**src/rtl/fetch_redirect_if.sv**
```systemverilog
// Fetch stage port bundle: control in, ROM side, IF->ID out.
// Slave side is the fetch stage; master side is the surrounding pipeline.
interface fetch_redirect_if;
  logic        IF_valid;
  logic        next_fetch;
  logic [32:0] jbr_bus;
  logic [32:0] exc_bus;
  logic        cancel;
  logic [31:0] inst_addr;
  logic [31:0] inst;
  logic        IF_over;
  logic [63:0] IF_ID_bus;
  logic [31:0] IF_pc;
  logic [31:0] IF_inst;

  modport master (
    output IF_valid,
    output next_fetch,
    output jbr_bus,
    output exc_bus,
    output cancel,
    output inst,
    input  inst_addr,
    input  IF_over,
    input  IF_ID_bus,
    input  IF_pc,
    input  IF_inst
  );

  modport slave (
    input  IF_valid,
    input  next_fetch,
    input  jbr_bus,
    input  exc_bus,
    input  cancel,
    input  inst,
    output inst_addr,
    output IF_over,
    output IF_ID_bus,
    output IF_pc,
    output IF_inst
  );
endinterface

```
**src/rtl/fetch_redirect.sv**
```systemverilog
// Instruction fetch stage: owns the PC, drives the ROM,
// and redirects on exception, cancel and decode jumps.
module fetch_redirect #(
  parameter logic [31:0] RESET_PC = 32'h0000_0000
) (
  input logic           clk,
  input logic           resetn,
  fetch_redirect_if.slave fi
);

  typedef enum logic [1:0] {
    IDLE,
    WAIT,
    HOLD
  } state_t;

  state_t      state;
  state_t      state_nx;
  logic [31:0] pc_r;
  logic [31:0] pc_nx;
  logic [31:0] inst_r;
  logic [31:0] inst_nx;
  logic        pend_valid;
  logic        pend_valid_nx;
  logic [31:0] pend_target;
  logic [31:0] pend_target_nx;
  logic        over;

  logic        jbr_taken;
  logic [31:0] jbr_target;
  logic        exc_valid;
  logic [31:0] exc_pc;
  logic        advance;
  logic [31:0] next_pc;

  assign jbr_taken  = fi.jbr_bus[32];
  assign jbr_target = fi.jbr_bus[31:0];
  assign exc_valid  = fi.exc_bus[32];
  assign exc_pc     = fi.exc_bus[31:0];

  assign advance = (state == HOLD)
                 & fi.IF_valid
                 & fi.next_fetch
                 & ~exc_valid
                 & ~fi.cancel;

  // A latched branch outranks one arriving now.
  assign next_pc = pend_valid ? pend_target
                 : jbr_taken  ? jbr_target
                 : pc_r + 32'd4;

  always_comb begin
    state_nx       = state;
    pc_nx          = pc_r;
    inst_nx        = inst_r;
    pend_valid_nx  = pend_valid;
    pend_target_nx = pend_target;
    over           = 1'b0;
    if (exc_valid) begin
      pc_nx         = exc_pc;
      pend_valid_nx = 1'b0;
      state_nx      = IDLE;
    end else if (fi.cancel) begin
      pend_valid_nx = 1'b0;
      state_nx      = IDLE;
    end else begin
      unique case (state)
        IDLE: begin
          if (fi.IF_valid)
            state_nx = WAIT;
        end
        WAIT: begin
          inst_nx  = fi.inst;
          state_nx = HOLD;
        end
        HOLD: begin
          over = fi.IF_valid;
          if (advance) begin
            pc_nx         = next_pc;
            pend_valid_nx = 1'b0;
            state_nx      = IDLE;
          end
        end
        default: state_nx = IDLE;
      endcase
      if (jbr_taken && !advance) begin
        pend_valid_nx  = 1'b1;
        pend_target_nx = jbr_target;
      end
    end
  end

  always_ff @(posedge clk or negedge resetn) begin
    if (!resetn) begin
      state       <= IDLE;
      pc_r        <= RESET_PC;
      inst_r      <= 32'd0;
      pend_valid  <= 1'b0;
      pend_target <= 32'd0;
    end else begin
      state       <= state_nx;
      pc_r        <= pc_nx;
      inst_r      <= inst_nx;
      pend_valid  <= pend_valid_nx;
      pend_target <= pend_target_nx;
    end
  end

  assign fi.inst_addr = pc_r;
  assign fi.IF_over   = over;
  assign fi.IF_ID_bus = {pc_r, inst_r};
  assign fi.IF_pc     = pc_r;
  assign fi.IF_inst   = inst_r;

endmodule
```
**src/flat_wrapper.sv**
```systemverilog
// flat-port wrapper written by rule: the top's interface ports become plain ports
module fetch_redirect_flat 
#(
  parameter logic [31:0] RESET_PC = 32'h0000_0000
)
  (clk, resetn, fi_IF_valid, fi_next_fetch, fi_jbr_bus, fi_exc_bus, fi_cancel, fi_inst, fi_inst_addr, fi_IF_over, fi_IF_ID_bus, fi_IF_pc, fi_IF_inst);
  fetch_redirect_if fi_i ();
  input logic clk;
  input logic resetn;
  input wire logic [$bits(fi_i.IF_valid)-1:0] fi_IF_valid;
  input wire logic [$bits(fi_i.next_fetch)-1:0] fi_next_fetch;
  input wire logic [$bits(fi_i.jbr_bus)-1:0] fi_jbr_bus;
  input wire logic [$bits(fi_i.exc_bus)-1:0] fi_exc_bus;
  input wire logic [$bits(fi_i.cancel)-1:0] fi_cancel;
  input wire logic [$bits(fi_i.inst)-1:0] fi_inst;
  output wire logic [$bits(fi_i.inst_addr)-1:0] fi_inst_addr;
  output wire logic [$bits(fi_i.IF_over)-1:0] fi_IF_over;
  output wire logic [$bits(fi_i.IF_ID_bus)-1:0] fi_IF_ID_bus;
  output wire logic [$bits(fi_i.IF_pc)-1:0] fi_IF_pc;
  output wire logic [$bits(fi_i.IF_inst)-1:0] fi_IF_inst;
  assign fi_i.IF_valid = fi_IF_valid;
  assign fi_i.next_fetch = fi_next_fetch;
  assign fi_i.jbr_bus = fi_jbr_bus;
  assign fi_i.exc_bus = fi_exc_bus;
  assign fi_i.cancel = fi_cancel;
  assign fi_i.inst = fi_inst;
  assign fi_inst_addr = fi_i.inst_addr;
  assign fi_IF_over = fi_i.IF_over;
  assign fi_IF_ID_bus = fi_i.IF_ID_bus;
  assign fi_IF_pc = fi_i.IF_pc;
  assign fi_IF_inst = fi_i.IF_inst;
  fetch_redirect #(.RESET_PC(RESET_PC)) u_core (.clk(clk), .resetn(resetn), .fi(fi_i));
endmodule
```
**config.mk**
```make
export PLATFORM = sky130hd
export DESIGN_NAME = fetch_redirect_flat
export DESIGN_NICKNAME = d
export VERILOG_FILES = /design/src/rtl/fetch_redirect_if.sv /design/src/rtl/fetch_redirect.sv /design/src/flat_wrapper.sv
export SDC_FILE = /design/constraint.sdc
export NUM_CORES = 1
export LEC_CHECK = 0
export BUFFER_PORTS_ARGS = -buffer_cell sky130_fd_sc_hd__buf_2
export CORE_MARGIN = 3
export CORE_UTILIZATION = 49
export DETAILED_ROUTE_END_ITERATION = 8
export PLACE_DENSITY_LB_ADDON = 0.2
export SLEW_MARGIN = 20
export SYNTH_ARGS = -nofsm -noshare
export SYNTH_HDL_FRONTEND = slang
export SYNTH_SLANG_ARGS = --single-unit
```
**constraint.sdc**
```tcl
create_clock -name clk -period 2.6 [get_ports clk]
set_input_delay 0.13 -clock clk [delete_from_list [all_inputs] [get_ports clk]]
set_output_delay 0.13 -clock clk [all_outputs]
set_load 0.03 [all_outputs]
```
Yosys cells after proc, flatten, opt, wreduce, memory -nomap -nowiden
Index checks and enable logic that the tools add are counted.
Widths: inputs -> output; s select.
{"block": "totals", "memories": 0, "ramBits": 0, "rom_bits": 0, "ff_bits": 99, "output_inout_bits": 161, "inputBits": 103, "wordCells": 48, "latch_bits": 0}
{"block": "op_classes", "n_lt_le_gt_ge": 0, "n_addsub": 1, "n_eq_ne": 5, "muxes": 19, "n_shift": 0, "div": 0, "bitwise": 6, "reduce_logical": 12, "mul": 0}
{"operator": "$mux 32", "count": 6}
{"operator": "$add 32x3->32 const B", "count": 1}
{"operator": "$reduce_and 3->1", "count": 3}
{"operator": "$mux 1", "count": 8}
{"operator": "$mux 2", "count": 4}
{"operator": "$reduce_bool 4->1", "count": 2}
{"operator": "$pmux 2 s3", "count": 1}
{"operator": "$and 1x1->1", "count": 4}
{"operator": "$ne 4x3->1 const B", "count": 1}
{"operator": "$ne 4x4->1 const B", "count": 1}
{"operator": "$reduce_and 2->1", "count": 2}
{"operator": "$reduce_bool 2->1", "count": 2}
{"operator": "$eq 2x1->1 const B", "count": 1}
{"operator": "$eq 2x2->1 const B", "count": 1}
{"operator": "$logic_not 2->1", "count": 1}
{"operator": "$ne 2x2->1 const B", "count": 1}
{"operator": "$not 1->1", "count": 2}
{"operator": "$logic_and 1x1->1", "count": 1}
{"operator": "$logic_not 1->1", "count": 1}

Depth between registers and ports, before layout
Gate-level depths: netlist of the first run.
{"block": "logic_depth", "ltp_word": 10, "depth_mapped": 8, "mapped_depth_nobuf": 6}

Worst setup path after synthesis of the first run
No wires, ideal clock.
{"block": "synth_timing", "path_type": "register -> register", "start": "register u_core.pc_r[9], in the netlist u_core.fi.IF_pc[9]", "end": "register u_core.pc_r[19], in the netlist u_core.fi.IF_pc[19]", "setup_time_ns": 0.126, "synth_period_minus_slack_ns": 2.109, "path_stages_with_launch": 7, "slack_ns": 0.491, "t_required_ns": 2.474, "n_path_buf": 1, "arrival_time_ns": 1.983, "path_cell_list": "dfrtp_1 > nand4_4 > or4_1 > buf_2 > o21ai_0 > a21oi_1 > a221o_1"}
{"block": "synth_between", "elab_chain_cells": 7}
{"item": "start: declaration", "line_no": "fetch_redirect.sv:19", "rtl": "logic [31:0] pc_r;"}
{"item": "start signal: assignment", "line_no": "fetch_redirect.sv:102", "rtl": "pc_r <= pc_nx;"}
{"item": "$add 32x3->32", "line_no": "fetch_redirect.sv:50", "rtl": ": pc_r + 32'd4;"}
{"item": "$mux 32", "line_no": "fetch_redirect.sv:49", "rtl": ": jbr_taken ? jbr_target"}
{"item": "$mux 32", "line_no": "fetch_redirect.sv:48", "rtl": "assign next_pc = pend_valid ? pend_target"}
{"item": "$mux 32", "line_no": "fetch_redirect.sv:78", "rtl": "if (advance) begin"}
{"item": "$mux 32", "line_no": "fetch_redirect.sv:67", "rtl": "unique case (state)"}
{"item": "$mux 32", "line_no": "fetch_redirect.sv:63", "rtl": "end else if (fi.cancel) begin"}
{"item": "$mux 32", "line_no": "fetch_redirect.sv:59", "rtl": "if (exc_valid) begin"}
No other way between the ends. The select of a mux whose other input is x is not followed.
A chain may end at the register's enable or synchronous reset.

Final worst setup path of the first run
{"block": "layout_timing", "start": "register u_core.state[1]", "end": "register u_core.pend_target[26]"}
{"block": "layout_between", "elab_chain_cells": 8}
{"item": "start: declaration", "line_no": "fetch_redirect.sv:17", "rtl": "state_t state;"}
{"item": "start signal: assignment", "line_no": "fetch_redirect.sv:101", "rtl": "state <= state_nx;"}
{"item": "$eq 2x2->1", "line_no": "fetch_redirect.sv:41", "rtl": "assign advance = (state == HOLD)"}
{"item": "$and 1x1->1", "line_no": "fetch_redirect.sv:42", "rtl": "& fi.IF_valid"}
{"item": "$and 1x1->1", "line_no": "fetch_redirect.sv:43", "rtl": "& fi.next_fetch"}
{"item": "$and 1x1->1", "line_no": "fetch_redirect.sv:44", "rtl": "& ~exc_valid"}
{"item": "$and 1x1->1", "line_no": "fetch_redirect.sv:45", "rtl": "& ~fi.cancel;"}
{"item": "$logic_not 1->1", "line_no": "fetch_redirect.sv:86", "rtl": "if (jbr_taken && !advance) begin"}
{"item": "$logic_and 1x1->1", "line_no": "fetch_redirect.sv:86"}
{"item": "$reduce_and 3->1 (no line)"}
{"item": "end signal: assignment", "line_no": "fetch_redirect.sv:105", "rtl": "pend_target <= pend_target_nx;"}
{"item": "end: declaration", "line_no": "fetch_redirect.sv:25", "rtl": "logic [31:0] pend_target;"}
No other way between the ends.

==> flow_summary.json, run 1 <==
{
  "outcome": "finished, final reports clean",
  "cpLargestDelayFamily": "simple AND/OR/NAND/NOR gates",
  "crit_required_ps": 2840,
  "syn_inst": 601,
  "cpPeakStageDelay_ps": 520,
  "cpMaxStageDelayCell": "or2_1",
  "powerDensity_nw_per_um2": 755,
  "leakage_nw": 3.58,
  "hold_path_class": "primary input to flop",
  "grtUsageTotal_pct": 26.1,
  "numPortBuffers": 263,
  "synth_nets": 705,
  "ys_types": 66,
  "cts_setup_buffers": 0,
  "grt_pass1_wl_um": 29100,
  "cp-start-kind": "flop",
  "wl_per_cell_um": 18.9,
  "cts.sinks": 99,
  "worst_pin_slew_ps": 685,
  "drc": 0,
  "place_congestion": 0.867,
  "seq_area_frac_synth_pct": 40.5,
  "worstHoldStart": "fi_inst[7]",
  "clk_pin_slew_worst_paths_ps": 70,
  "drtAntennaViolNets": 0,
  "period_needed_ps": 2310,
  "grt_max_degree": 62,
  "fin_worst_skew_ps": 5.11,
  "drv_cap": 0,
  "vias": 5333,
  "initial_core_util_pct": 50.5,
  "syn_to_final_growth_pct": 21.2,
  "finalCritPeriodShare_pct": 89.0,
  "htree_levels": 3,
  "die-height_um": 118,
  "dr.pass1.iters": 5,
  "yosysMostFrequentCell": "dfrtp_1",
  "crit_path_max_fanout": 13,
  "dp_hpwl_um": 13100,
  "ys_top_cells_by_area": "dfrtp_1 (41%), buf_4 (12%), mux2_4 (6.9%), mux2_2 (6.6%), a21oi_1 (2.3%)",
  "setup_viol": 0,
  "relSlewSlack_pct": 54.3,
  "yosys.area.top_type": "dfrtp_1",
  "cts.path.max_buffers": 2,
  "drive_gt1_share_pct": 47.8,
  "path_buf_inv": 1,
  "routed_via_density": 5.60,
  "fmax_mhz": 432,
  "synth_ff_type": "dfrtp_1",
  "finalHoldViolations": 0,
  "cp-end-kind": "flop",
  "crit_start": "u_core.state[1]",
  "synth-seq-cells": 99,
  "async_flop_share_pct": 100,
  "reg2reg_from": "u_core.state[1]",
  "layoutNonFillerInstCount": 952,
  "rows": 40,
  "grt_setup_unrepaired": "no",
  "yosysWarnings": 0,
  "ir_drop_mv": 0.400,
  "die-area_um2": 13900,
  "cts_tree": "built",
  "antenna_found_initial": 1,
  "cts_inserted_buffers": 9,
  "cp.arrival_ps": 2550,
  "avgSynthCellArea_um2": 10.2,
  "path_cells": "nand2_1 > or2_1 > nand2_4 > nor3_4 > buf_4 > mux2_2",
  "fill_cells": 1066,
  "die_w_um": 118,
  "synth-edff-count": 0,
  "final_util_pct": 61.2,
  "dr.first_iter.drc_count": 423,
  "critPathKind": "flop to flop",
  "clk_latency_ps": 350,
  "first_global_vias": 5367,
  "routed_wl_um": 18000,
  "design.core.area_um2": 12100,
  "nets": 882,
  "netlist_area_um2": 6120,
  "synth_common_cells": "dfrtp_1 (99), buf_4 (96), mux2_2 (36)",
  "whs_ps": 7.87,
  "maxSlewViolCount": 0,
  "dp.cells": 921,
  "tns_ps": 0,
  "cts_root_buf": "clkbuf_16",
  "boundaryPins": 264,
  "grt_remaining_overflow": 0,
  "synth_top_area_share_pct": 40.5
}
cell usage in the layout (no fill, tap or decap), types with 4 or more instances in the layout:
master / instances
dlygate4sd3_1: 14
a221oi_1: 15
clkbuf_16: 9
a221o_1: 5
nand2_1: 30
nor3_1: 14
o22ai_1: 7
a211oi_1: 8
dfrtp_1: 99
mux2_2: 36
nand3_1: 20
and3_1: 8
o31a_1: 4
buf_2: 262
nor2_1: 30
buf_4: 19
o31ai_1: 8
a21oi_1: 28
a2bb2oi_1: 4
nand4_1: 9
inv_1: 16
mux2_4: 28
a22oi_1: 4
a31oi_1: 4
o21ai_0: 24
mux2i_1: 9
layer usage:
metal	part of all wire (%)	wire (um)	track usage, %	vias up
li1	-	-	-	2449
met1	40	7190	32.5	2607
met2	51	9220	45.8	254
met3	6.8	1220	3.84	23
met4	1.9	338	9.67	0
met5	0	0	0	-
path summary, 6_finish.rpt:
kind	end	slack (ps)	depth (start not counted)
setup / recovery	u_core.pend_target[26]	290	6
hold / removal	u_core.fi.IF_inst[7]	8	2
setup reg to reg	u_core.pend_target[26]	290	6
hold reg to reg	u_core.state[0]	510	1
max in group asynchronous	u_core.state[1]	1530	3
min in group asynchronous	u_core.fi.IF_inst[3]	360	2
registers in the layout, summed over array words and instances (netlist names):
signal and count:
u_core.fi.IF_inst 32, u_core.fi.IF_pc 32, u_core.pend_target 32, u_core.state 2, u_core.pend_valid 1
kinds of logic (layout without fill, tap and decap cells):
kind of cell,after synthesis,count (layout),share of synthesized area (%)
AOI/OAI and AO/OA,136,136,15.7
xor gates and xnor gates,6,6,0.859
adders and majority gates,1,1,0.205
buffers and inverters,149,331,15.9
DFF,99,99,40.5
muxes,73,73,15.0
other,0,1,0
and+or+nand+nor,137,137,11.9
cell type report:
cell class                 count  area [um^2]  area share (%)
antenna                        1         2.50          0.0338
multi-input combinational    353         2680            36.1
timing repair buffer         298         1650            22.3
clock inverter                 4         72.6           0.979
inverter                      17         63.8           0.861
clock buffer                  12          256            3.46
tap                          168          210            2.84
sequential                    99         2480            33.4
worst register-to-register path, stage by stage, from the launching register on:
cell	delay, ps
dfrtp_1	420
nand2_1	230
or2_1	530
nand2_4	150
nor3_4	200
buf_4	310
mux2_2	380
metrics by stage:
| stage | cell area (um^2) | setup WS, ps | power [mW] |
|---|---|---|---|
| after detailed placement | 6940 | 291 | 4.13 |
| final | 7410 | 287 | 5.59 |
| after global placement | 6940 | 403 | 4.09 |
| after floorplan | 6120 | 491 | 3.75 |
| after global routing | 7410 | 133 | 5.82 |
| after CTS | 7410 | 273 | 5.63 |
what timing repair did:
action	4_1_cts	5_1_grt
gates resized for setup	0	0
endpoints found under the hold margin	62	0
hold buffers	14	0
power by group:
group | switching, mW | internal, mW
registers | 0.262 | 1.82
logic | 1.34 | 0.693
clock network | 0.586 | 0.895
No activity file was read; power rests on OpenSTA's default activity.
==> run 2, diff against run 1 <==
Settings changed: CAP_MARGIN set to 40, CORE_MARGIN 3 to 8, CORE_UTILIZATION 49 to 45.
==> run 2 against run 1 <==
Sequential share of layout area is essentially flat; count of clock-buffer cells in the layout is 3 lower; critical path depth decreased by 1; final cell count increased by 1.3%; die area grew 27%; utilization is 5.2 points lower; critical path type unchanged.
==> flow_summary.json, run 2 (synthesis gave the netlist of run 1 again) <==
{
  "outcome": "finished, final reports clean",
  "path_buf_inv": 0,
  "place_congestion": 0.832,
  "reg2reg_from": "u_core.fi.IF_pc[8]",
  "clk_pin_slew_worst_paths_ps": 70,
  "r2r-end": "u_core.fi.IF_pc[19]",
  "dr.pass1.iters": 5,
  "critPathKind": "flop to flop",
  "use_met3_pct": 5.37,
  "cpPeakStageDelay_ps": 710,
  "rows": 42,
  "critical_path.endpoint": "u_core.fi.IF_pc[19]",
  "crit_start": "u_core.fi.IF_pc[8]",
  "numPortBuffers": 263,
  "dr.first_iter.drc_count": 333,
  "rrSetupSlack_ps": 330,
  "period_needed_ps": 2270,
  "rr_worst_depth": 5,
  "cts.path.max_buffers": 2,
  "seqCellArea_um2": 2480,
  "drv_cap": 0,
  "setup_viol": 0,
  "crit_cells": 5,
  "cts_setup_buffers": 0,
  "first_global_vias": 5649,
  "cp.arrival_ps": 2510,
  "cts_root_buf": "clkbuf_16",
  "use_met1_pct": 26.3,
  "leakage_nw": 3.59,
  "fmax_mhz": 440,
  "die-height_um": 133,
  "layoutNonFillerInstCount": 964,
  "cts_tree": "built",
  "cp-start-kind": "flop",
  "crit_path_max_fanout": 11,
  "path_cells": "nand4_4 > or4_1 > o21ai_0 > a21oi_1 > a221o_1",
  "grt_pass1_wl_um": 31300,
  "drc": 0,
  "finalHoldViolations": 0,
  "routed_via_density": 5.64,
  "grt_max_degree": 100,
  "boundaryPins": 264,
  "antenna_found_initial": 1,
  "initial_core_util_pct": 46.2,
  "vias": 5441,
  "worst_pin_slew_ps": 578,
  "relSlewSlack_pct": 61.3,
  "finalCritPeriodShare_pct": 87.4,
  "drive_gt1_share_pct": 47.9,
  "die_w_um": 133,
  "whs_ps": 7.32,
  "final_common_cell": "buf_2",
  "fin_worst_skew_ps": 7.85,
  "wl_per_cell_um": 20.3,
  "tns_ps": 0,
  "powerDensity_nw_per_um2": 752,
  "clk_latency_ps": 350,
  "syn_to_final_growth_pct": 21.4,
  "maxSlewViolCount": 0,
  "htree_levels": 3,
  "multi_input_comb_area_um2": 2680,
  "gr-usage-met2_pct": 37.3,
  "drtAntennaViolNets": 0,
  "routed_wl_um": 19600,
  "grtUsageTotal_pct": 21.9,
  "grt_setup_unrepaired": "no",
  "cp-end-kind": "flop",
  "cts_inserted_buffers": 9,
  "final_util_pct": 56.0,
  "cpMaxStageDelayCell": "or4_1",
  "crit_required_ps": 2830,
  "dp_hpwl_um": 14600,
  "dp.cells": 931,
  "cts.sinks": 99,
  "ir_drop_mv": 0.300,
  "cpLargestDelayFamily": "simple AND/OR/NAND/NOR gates",
  "hold_path_class": "primary input to flop",
  "ctsResizeCount": 0,
  "grt_remaining_overflow": 0,
  "busiest_layer": "met2",
  "final_cell_mix": "buf_2 (262), dfrtp_1 (99), mux2_2 (36)",
  "design.core.area_um2": 13200,
  "nets": 886,
  "die-area_um2": 17600,
  "fill_cells": 1221
}
-- run 2: cell types whose count changed in the layout (fill, tap and decap cells not counted) --
cell / delta
buf_12: -2
buf_4: +4
clkbuf_1: -1
clkbuf_8: -2
clkinv_2: +2
clkinv_4: +2
clkinvlp_4: -1
dlygate4sd3_1: +2
-- run 2: per-layer routing --
metal / part of all wire, % / vias up / wire length, um
met5: 0 / - / 0
met4: 1.4 / 0 / 282
met3: 8.1 / 23 / 1590
met2: 51 / 282 / 9930
met1: 40 / 2683 / 7780
li1: - / 2453 / -
-- run 2: worst register-to-register path, stage by stage (launching register included) --
cell and delay, ps:
dfrtp_1 660, nand4_4 220, or4_1 720, o21ai_0 210, a21oi_1 90, a221o_1 260
-- run 2: worst min-delay path by stage --
| stage | endpoint | slack [ps] | cells after the start | startpoint |
|---|---|---|---|---|
| after CTS | u_core.fi.IF_inst[24] | 2 | 2 | fi_inst[24] |
| after detailed placement | u_core.fi.IF_inst[22] | 250 | 2 | resetn |
| after floorplan | u_core.fi.IF_inst[0] | -170 | 0 | resetn |
| after global routing | u_core.fi.IF_inst[24] | 8 | 2 | fi_inst[24] |
| final | u_core.fi.IF_inst[23] | 7 | 2 | fi_inst[23] |
| after global placement | u_core.fi.IF_pc[1] | 240 | 2 | resetn |
-- run 2: report_power, final --
part	internal, mW	switching (mW)	total (mW)
registers	1.82	0.263	2.08
clock network	0.842	0.603	1.44
logic	0.693	1.36	2.05
total	3.35	2.22	5.58
-- run 2: what timing repair did --
action | CTS | global route
endpoints found under the hold margin | 114 | 0
endpoints found under the setup margin | 0 | 0
hold buffers | 16 | 0
-- run 2: through the flow --
stage	power, mW	cell area, um^2	worst slack, ps
after floorplan	3.75	6120	491
after global placement	4.13	6940	334
after detailed placement	4.16	6940	385
after CTS	5.63	7420	350
after global routing	5.83	7420	201
final	5.58	7420	327
-- run 2: final cells by class --
cell class,count,area share [%]
antenna,1,0.0337
clock buffer,9,3.03
clock inverter,7,1.25
inverter,17,0.860
multi-input combinational,353,36.1
sequential,99,33.4
tap,176,2.97
timing repair buffer,302,22.4
==> run 3, diff against run 2 <==
Settings changed: PLACE_DENSITY set to 0.85, PLACE_DENSITY_LB_ADDON 0.2 to not set.
==> run 3 against run 2 <==
Critical path depth stayed put; combinational power hardly changed; utilization is 0.60 points lower; sequential share of layout area is 0.36 points higher; clock skew hardly changed; clock power is 12% lower; non-clock buffer count is 6 lower; fmax is 6.8% higher; largest power group unchanged.
==> flow_summary.json, run 3 (synthesis gave the netlist of run 1 again) <==
{
  "cts_tree": "built",
  "setup_viol": 0,
  "design_area_um2": 7340,
  "drive_gt1_share_pct": 48.0,
  "routed_via_density": 5.66,
  "tns_ps": 0,
  "powerDensity_nw_per_um2": 737,
  "crit_path_max_fanout": 7,
  "grtUsageTotal_pct": 22.1,
  "gr-usage-met2_pct": 37.5,
  "cts.sinks": 99,
  "die-height_um": 133,
  "drc": 0,
  "maxSlewViolCount": 0,
  "first_global_vias": 5754,
  "hold_path_class": "primary input to flop",
  "cp.arrival_ps": 2310,
  "die_w_um": 133,
  "use_met3_pct": 7.15,
  "initial_core_util_pct": 46.2,
  "fmax_mhz": 470,
  "ctsResizeCount": 0,
  "leakage_nw": 3.54,
  "relSlewSlack_pct": 55.9,
  "grt_max_degree": 62,
  "use_met1_pct": 24.6,
  "wl_per_cell_um": 20.8,
  "nets": 880,
  "power_mw": 5.41,
  "cts.path.max_buffers": 2,
  "cp-end-kind": "flop",
  "period_needed_ps": 2130,
  "clk_pin_slew_worst_paths_ps": 70,
  "worst_pin_slew_ps": 661,
  "grt_setup_unrepaired": "no",
  "rows": 42,
  "htree_levels": 3,
  "final_cell_mix": "buf_2 (262), dfrtp_1 (99), mux2_2 (36)",
  "ir_drop_mv": 0.300,
  "critPathKind": "flop to flop",
  "design.core.area_um2": 13200,
  "busiest_layer": "met2",
  "final_common_cell": "buf_2",
  "finalCritPeriodShare_pct": 81.9,
  "place_congestion": 0.883,
  "cts_hold_buffers": 10,
  "cp-start-kind": "flop",
  "numPortBuffers": 263,
  "syn_to_final_growth_pct": 20.0,
  "finalHoldViolations": 0,
  "clk_latency_ps": 350,
  "final_util_pct": 55.4,
  "place_area_um2": 6960,
  "drtAntennaViolNets": 0,
  "drv_cap": 0,
  "fin_worst_skew_ps": 7.53,
  "dr.pass1.iters": 6,
  "grt_pass1_wl_um": 31300,
  "crit_required_ps": 2790,
  "routed_wl_um": 19900,
  "grt_remaining_overflow": 0,
  "cts_root_buf": "clkbuf_16",
  "vias": 5434,
  "whs_ps": 7.25,
  "fill_cells": 1207,
  "cts_setup_buffers": 0,
  "dr.first_iter.drc_count": 385,
  "outcome": "finished, final reports clean",
  "boundaryPins": 264,
  "antenna_found_initial": 4,
  "dp_hpwl_um": 14900,
  "cts_inserted_buffers": 9,
  "die-area_um2": 17600
}
==> run 3: cell types whose count changed in the layout (fill, tap and decap cells not counted), sizes merged <==
cell	previous run	this run
bufinv	2	0
dlygate4sd3	16	10
clkinv	6	4
clkbuf	9	12
clkinvlp	0	1
diode	1	3
==> run 3: critical path, cell delays in order (launching register included) <==
cell and delay (ps):
dfrtp_1 500, nand3_1 280, or4_1 690, and3_1 230
nor3_1 180, a221oi_1 90
==> run 3: final timing paths <==
check / from / to / cells after the start / slack [ps]
max reg2reg: u_core.fi.IF_pc[13] / u_core.fi.IF_pc[17] / 5 / 470
min reg2reg: u_core.state[1] / u_core.state[0] / 1 / 510
min in group asynchronous: resetn / u_core.fi.IF_pc[25] / 2 / 310
max: u_core.fi.IF_pc[13] / u_core.fi.IF_pc[17] / 5 / 470
max in group asynchronous: resetn / u_core.fi.IF_inst[12] / 3 / 1570
min: fi_exc_bus[2] / u_core.fi.IF_pc[2] / 3 / 7
==> run 3: where the power goes <==
group | switching (mW) | total [mW] | internal, mW
Combinational | 1.36 | 2.05 | 0.691
Sequential | 0.270 | 2.09 | 1.82
Clock | 0.590 | 1.27 | 0.675
==> run 3: per-layer routing <==
layer	vias to the layer above	routed length [um]	share of wire (%)
li1	2451	-	-
met1	2600	7470	37
met2	330	9920	50
met3	51	1950	9.8
met4	2	588	2.9
met5	-	19	0.095
==> run 3: layout make-up <==
type / count / area (um^2) / share of cell area, %
Antenna cell: 3 / 7.51 / 0.102
Clock buffer: 12 / 246 / 3.36
Clock inverter: 4 / 26.3 / 0.358
Inverter: 17 / 63.8 / 0.869
Multi-Input combinational cell: 353 / 2680 / 36.5
Sequential cell: 99 / 2480 / 33.7
Tap cell: 176 / 220 / 3.00
Timing Repair Buffer: 296 / 1620 / 22.1
==> run 3: through the flow <==
step,std cells,setup slack (ps)
after global placement,930,338
after floorplan,601,491
after global routing,960,284
after detailed placement,931,463
final,960,472
after CTS,957,454
